[src/rtl/cla32_clk.sv]
// Two-stage registered 32-bit carry-lookahead adder: {co,s} = a + b + ci.
// Define CLA32_OVF_EN to add the registered signed-overflow output ov.
module cla32_clk (
  input  logic        clk,
  input  logic        reset_n,
  input  logic [31:0] a,
  input  logic [31:0] b,
  input  logic        ci,
  output logic [31:0] s,
  output logic        co
`ifdef CLA32_OVF_EN
  ,
  output logic        ov
`endif
);

  // No handshake: both stages load unconditionally on every rising edge,
  // so a result leaves the pipe exactly two edges after its operands arrive.
  logic [31:0] a_q, a_d, b_q, b_d;
  logic        ci_q, ci_d;
  logic [31:0] s_q, s_d;
  logic        co_q, co_d;

  logic [31:0] g, p;
  logic [7:0]  grp_g, grp_p;
  logic [8:0]  gc;
  logic [32:0] c;
  logic [31:0] s_next;

  assign g = a_q & b_q;
  assign p = a_q ^ b_q;

  // Group generate/propagate for each 4-bit block.
  always_comb begin
    grp_g = '0;
    grp_p = '0;
    for (int k = 0; k < 8; k++) begin
      grp_g[k] = g[4*k+3]
               | (p[4*k+3] & g[4*k+2])
               | (p[4*k+3] & p[4*k+2] & g[4*k+1])
               | (p[4*k+3] & p[4*k+2] & p[4*k+1] & g[4*k]);
      grp_p[k] = p[4*k+3] & p[4*k+2] & p[4*k+1] & p[4*k];
    end
  end

  // Second-level lookahead: each group carry is a flat sum of products
  // over the lower groups' G/P and ci, never a chain through gc itself.
  always_comb begin
    logic term;
    logic prod;
    gc    = '0;
    gc[0] = ci_q;
    term  = 1'b0;
    prod  = 1'b0;
    for (int k = 0; k < 8; k++) begin
      term = grp_g[k];
      prod = grp_p[k];
      for (int j = 6; j >= 0; j--) begin
        if (j < k) begin
          term = term | (prod & grp_g[j]);
          prod = prod & grp_p[j];
        end
      end
      gc[k+1] = term | (prod & ci_q);
    end
  end

  // Intra-group carries from the group carry-in using lookahead equations.
  always_comb begin
    c = '0;
    for (int k = 0; k < 8; k++) begin
      c[4*k]   = gc[k];
      c[4*k+1] = g[4*k] | (p[4*k] & gc[k]);
      c[4*k+2] = g[4*k+1] | (p[4*k+1] & g[4*k])
               | (p[4*k+1] & p[4*k] & gc[k]);
      c[4*k+3] = g[4*k+2] | (p[4*k+2] & g[4*k+1])
               | (p[4*k+2] & p[4*k+1] & g[4*k])
               | (p[4*k+2] & p[4*k+1] & p[4*k] & gc[k]);
    end
    c[32] = gc[8];
  end

  assign s_next = p ^ c[31:0];

  always_comb begin
    a_d  = a;
    b_d  = b;
    ci_d = ci;
    s_d  = s_next;
    co_d = c[32];
  end

  always_ff @(posedge clk or negedge reset_n) begin
    if (!reset_n) begin
      a_q  <= '0;
      b_q  <= '0;
      ci_q <= 1'b0;
      s_q  <= '0;
      co_q <= 1'b0;
    end else begin
      a_q  <= a_d;
      b_q  <= b_d;
      ci_q <= ci_d;
      s_q  <= s_d;
      co_q <= co_d;
    end
  end

  assign s  = s_q;
  assign co = co_q;

`ifdef CLA32_OVF_EN
  logic ov_q, ov_d;

  always_comb begin
    ov_d = (a_q[31] == b_q[31]) && (s_next[31] != a_q[31]);
  end

  always_ff @(posedge clk or negedge reset_n) begin
    if (!reset_n) ov_q <= 1'b0;
    else          ov_q <= ov_d;
  end

  assign ov = ov_q;
`endif

endmodule

[config.mk]
export PLATFORM = sky130hd
export DESIGN_NAME = cla32_clk
export DESIGN_NICKNAME = d
export VERILOG_FILES = /design/src/rtl/cla32_clk.sv
export SDC_FILE = /design/constraint.sdc
export NUM_CORES = 1
export LEC_CHECK = 0
export ABC_AREA = 1
export CAP_MARGIN = 20
export CORE_AREA = 2 2 92 94
export CTS_CLUSTER_DIAMETER = 120
export DETAILED_ROUTE_END_ITERATION = 8
export DIE_AREA = 0 0 94 96
export GPL_TIMING_DRIVEN = 0
export PLACE_DENSITY_LB_ADDON = 0.15
export SLEW_MARGIN = 20
export SYNTH_ARGS = -nofsm -noshare
export SYNTH_HDL_FRONTEND = slang
export SYNTH_SLANG_ARGS = --single-unit
[constraint.sdc]
create_clock -name clk -period 3.56 [get_ports clk]
set_clock_uncertainty 0.05 [all_clocks]
set_input_delay 1.068 -clock clk [delete_from_list [all_inputs] [get_ports clk]]
set_output_delay 1.068 -clock clk [all_outputs]
set_load 0.01 [all_outputs]
After elaboration in Yosys (flattened, before gate mapping). Cells that the tools add are included.

Bitwise logic cells: 295.

Operators by type and width (count): $and 1x1->1 (184); $or 1x1->1 (108); $xor 32x32->32 (2); $and 32x32->32 (1).

Logic and storage cells: 300. Output and inout port bits: 33. Register bits: 98. Input bits: 67.

Depth between registers and ports, before layout.
Word-level depth: 16. Mapped depth: 13. Gate-level depth less buffers: 13.

Least setup slack after synthesis. Ideal clock, no wire load.

Kind: reg-to-reg. Start: register a_q[6]. End: register s_q[29], in the netlist s[29]. Period minus slack after synthesis: 2.114 ns. Setup time: 0.127 ns. Slack: 1.446 ns. Stages on the path, launching flop included: 12. Data required time: 3.383 ns. Data arrival time: 1.937 ns. Buffers on the path: 0. Path through: dfrtp_1 ha_1 nand2_1 nor2_1 nor2_1 nand2_1 a21oi_1 nand2_2 nand2_2 nand2_4 fa_1 xor2_1.

Cells in the longest elaborated chain, start to end: 12. Elaborated cells between the ends (all ways): 22. Classes of those cells: 22 x bitwise.

Ends and longest elaborated chain: start, declared (line 19) `logic [31:0] a_q, a_d, b_q, b_d;`; start signal, assigned (line 95) `a_q <= '0;`; start signal, assigned (line 101) `a_q <= a_d;`; $and 32x32->32 or $xor 32x32->32 (tied branches) (line 30, 31); $and 1x1->1, on equally long branches; $or 1x1->1, or another cell as far along (line 39) `| (p[4*k+3] & g[4*k+2])`; $or 1x1->1 or $and 1x1->1 (tied branches) (line 40, 41); $or 1x1->1 (line 41) `| (p[4*k+3] & p[4*k+2] & p[4*k+1] & g[4*k]);`; $and 1x1->1 (line 60) `term = term | (prod & grp_g[j]);`; $or 1x1->1 (2 in series) (line 60); $or 1x1->1 * (line 64) `gc[k+1] = term | (prod & ci_q);`; $and 1x1->1 * (line 73) `c[4*k+1] = g[4*k] | (p[4*k] & gc[k]);`; $or 1x1->1 * (line 73); $xor 32x32->32 * (line 83) `assign s_next = p ^ c[31:0];`; named net s_d[29] (line 21) `logic [31:0] s_q, s_d;`; end signal, assigned (line 98) `s_q <= '0;`; end signal, assigned (line 104) `s_q <= s_d;`; end, declared (line 21).

Mark *: on every way through the listed nets, which the timed path passes. The rest lies on a longest branch.

Worst setup path after layout.
Start: register s_q[18], in the netlist s[18]. End: output port s[18].

RTL lines: end, declared (line 9) `output logic [31:0] s,`.

No word-level cell between the ends.

==> impl_results.md <==
* Combinational power share at 22.1%
* Synth Register Bits at 98
* Vias at 2849
* WL per Instance at 12.10 um
* DRC Markers at 0
* Port bufs at 99
* Max-cap violations at 0
* Highest Clock Rate at 420.5 MHz
* Floorplan die width at 94 um
* Pin count of the biggest net entering global routing at 57
* Post-CTS setup buffer count at 0
* Critical path class: flop to output port
* Hold buffer count at CTS at 0
* Initial core utilization at 51.36%
* Syn. warnings at 0
* Tmin final at 2378 ps
* Crit end category: output port
* Final Routed Wirelength at 7177 um
* Peak supply drop at 0.0002640 V
* GRT overflow at 0
* Core ar. at 0.008051 mm^2
* Cell area after synthesis at 0.004135 mm^2
* Post-layout util at 68.19%
* Vias in the first global route at 2822
* Static Leak at 2.666 nW
* First-pass DRT Iterations at 4
* Area growth, synth to finish at 32.77%
* Fin area at roughly 0.0055 mm^2
* Final period util at 66.80%
* CTS clk-pin slew, worst paths at 90 ps
* Status: complete, no violations
* Highest net fanout along the worst path at 1
* Share of layout cells above drive strength 1 at 7.377%
* DP Wirelength at 5613 um
* Power consumption at 2.526 mW
* Slew at the pin closest to its max-slew limit at 399.0 ps
* Sw frac at 26.14%
* Sequential fraction of the synthesis area at slightly below 60%
* NumNets Final at between 500 and 600
* Mux share of post-synthesis cell area at 0%
* CTS tree: yes
* Arrival time at the worst endpoint at 1260 ps
* Setup violations, final at 0
* FILL cells at 628
* Worst slack, placed at 1228 ps
* Mapped Nets at 479
* GPL Wtd Cong at 0.7386
* Worst path cell trace: clkdlybuf4s50_1
* Clock sinks at between 90 and 100
* Crit-path max cell delay at about 560 ps
* Clk_lat worst skew at 360 ps
* Final hold violations at 0
* Cell family with most CP delay: buffers and inverters
* H-tree depth at 3
* Cell variety after synth at 24
* P_sw at 0.6604 mW
* CP Depth at 1
* Initial antenna violation count at 0
* Clk pwr share at 28.0%
* First-pass GRT wire length at 12120 um
* Adder-cell share of the synthesized area at 13.56%
* TritonCTS Buffers at 9
* Clock buffer depth at 2
* RSZ-0062 raised after global routing: false
* Power per cell area at 460.1 mW/mm^2
* Worst Path Buf+Inv at 1
* Worst min path class: flop to flop
* Reg power frac at ~50%
* Largest family of logic cells by synthesized area: simple AND/OR/NAND/NOR gates
* Setup TNS at 0 ps
* Worst reg-to-reg setup slack at between 1000 and 1500 ps
* Reg2reg path depth at 11
* Critical Path Start Type: flop
* Via density at 4.804
* Int Pwr at roughly 1.9 mW
* Synth Area in Simple Gates at about 17%
* Final WS setup at between 1000 and 1500 ps
* Slew HR at 73.40%
* Xor/xnor share of the synthesized area at 2.965%
* Antenna Nets Post-Route at 0
* CTS root buf: clkbuf_8
* All-Layer GR Usage at 17.50%
* Hold Path Stages at 1
* CP Data Required Time at 2440 ps
* Syn Area/Cell at 11.12 um^2
* Resized cells post-CTS at 0
* Synth Area in Compound Gates at 3.086%
* Slew Viols, Final at 0
* Synth Instances at between 300 and 400
* Critical Path Slowest Stage Cell: clkdlybuf4s50_1
* Placed Area at 0.005286 mm^2
* Total die area at 0.009024 mm^2
* Diode count at 0
* IO Pins at 100
* Std-Cell Rows at 33
* Initial DRC Count at 56
* Die height at about 96 um
kinds of logic after synthesis:
kind of cell | count (synthesis)
AOI/OAI and AO/OA | 23
buffers and inverters | 42
xor gates and xnor gates | 14
and+or+nand+nor | 155
adders and majority gates | 40
DFF | 98
worst paths after layout:
check                                  start                 to
max reg2reg                 a_q[6]$_DFF_PN0_    s[29]$_DFF_PN0_
min                        b_q[16]$_DFF_PN0_    s[16]$_DFF_PN0_
min in group asynchronous            reset_n     s[5]$_DFF_PN0_
max in group asynchronous            reset_n  b_q[18]$_DFF_PN0_
min reg2reg                b_q[16]$_DFF_PN0_    s[16]$_DFF_PN0_
max                          s[18]$_DFF_PN0_              s[18]
power groups by stage:
stage	Combinational (mW)	Sequential (mW)	Clock, mW
after floorplan	0.221	1.32	0
after global placement	0.545	1.28	0
after detailed placement	0.563	1.28	0
final	0.557	1.26	0.708
after CTS	0.566	1.26	0.737
after global routing	0.623	1.27	0.786
flip-flops by register name (all words and copies together) (netlist names):
register / cells
s: 32
b_q: 32
co: 1
a_q: 32
ci_q: 1
stage by stage:
stage | hold slack (ps) | std cells
after CTS | 537.2 | 593
after global routing | 554.4 | 593
after floorplan | 487.9 | 372
final | 523.3 | 593
after global placement | 498.0 | 576
after detailed placement | 512.8 | 577
synthesized netlist by cell type:
master	count	area [um^2]
xnor2_1	2	17.52
and3_1	2	12.51
nand3_1	30	150.1
a221oi_1	3	26.28
nand2_4	1	11.26
nor2_1	15	56.30
inv_1	40	150.1
and2_4	1	8.760
nand2_1	85	319.1
nand3_2	2	20.02
a31oi_1	1	6.260
ha_1	32	400.4
and2_1	1	6.260
nand2_2	6	37.54
nor3_2	2	20.02
nor3_4	1	16.27
a21oi_1	18	90.09
nor2_2	3	18.77
o21ai_0	1	5.000
fa_1	8	160.2
inv_2	2	7.510
xor2_1	12	105.1
nand4_1	6	37.54
dfrtp_1	98	2452
metal layers:
layer,track usage [%],part of all wire [%]
met5,0,0
met1,19.37,40
met4,7.367,2.0
met3,4.307,4.6
met2,32.14,54
layout by cell type (no fill, tap or decap), types with 2 or more instances in the layout:
cell type | synthesis | routed
nand2_1 | 85 | 85
inv_2 | 2 | 2
fa_1 | 8 | 8
nor3_2 | 2 | 2
dfrtp_1 | 98 | 98
inv_1 | 40 | 40
nand4_1 | 6 | 6
xor2_1 | 12 | 12
nor2_1 | 15 | 15
clkdlybuf4s50_1 | 0 | 98
nand3_1 | 30 | 30
xnor2_1 | 2 | 2
nand3_2 | 2 | 2
clkbuf_8 | 0 | 10
and3_1 | 2 | 2
a221oi_1 | 3 | 3
nor2_2 | 3 | 3
a21oi_1 | 18 | 18
nand2_2 | 6 | 6
clkinv_4 | 0 | 3
ha_1 | 32 | 32
clkinv_2 | 0 | 2
cell type report:
class	instances	area, um^2	area share, %
clock buffer	10	137.6	2.507
clock inverter	6	66.31	1.208
inverter	42	157.7	2.871
multi-input combinational	232	1525	27.78
sequential	98	2452	44.67
tap	105	131.4	2.393
timing repair buffer	100	1020	18.57
(Power assumes the default switching activity.)
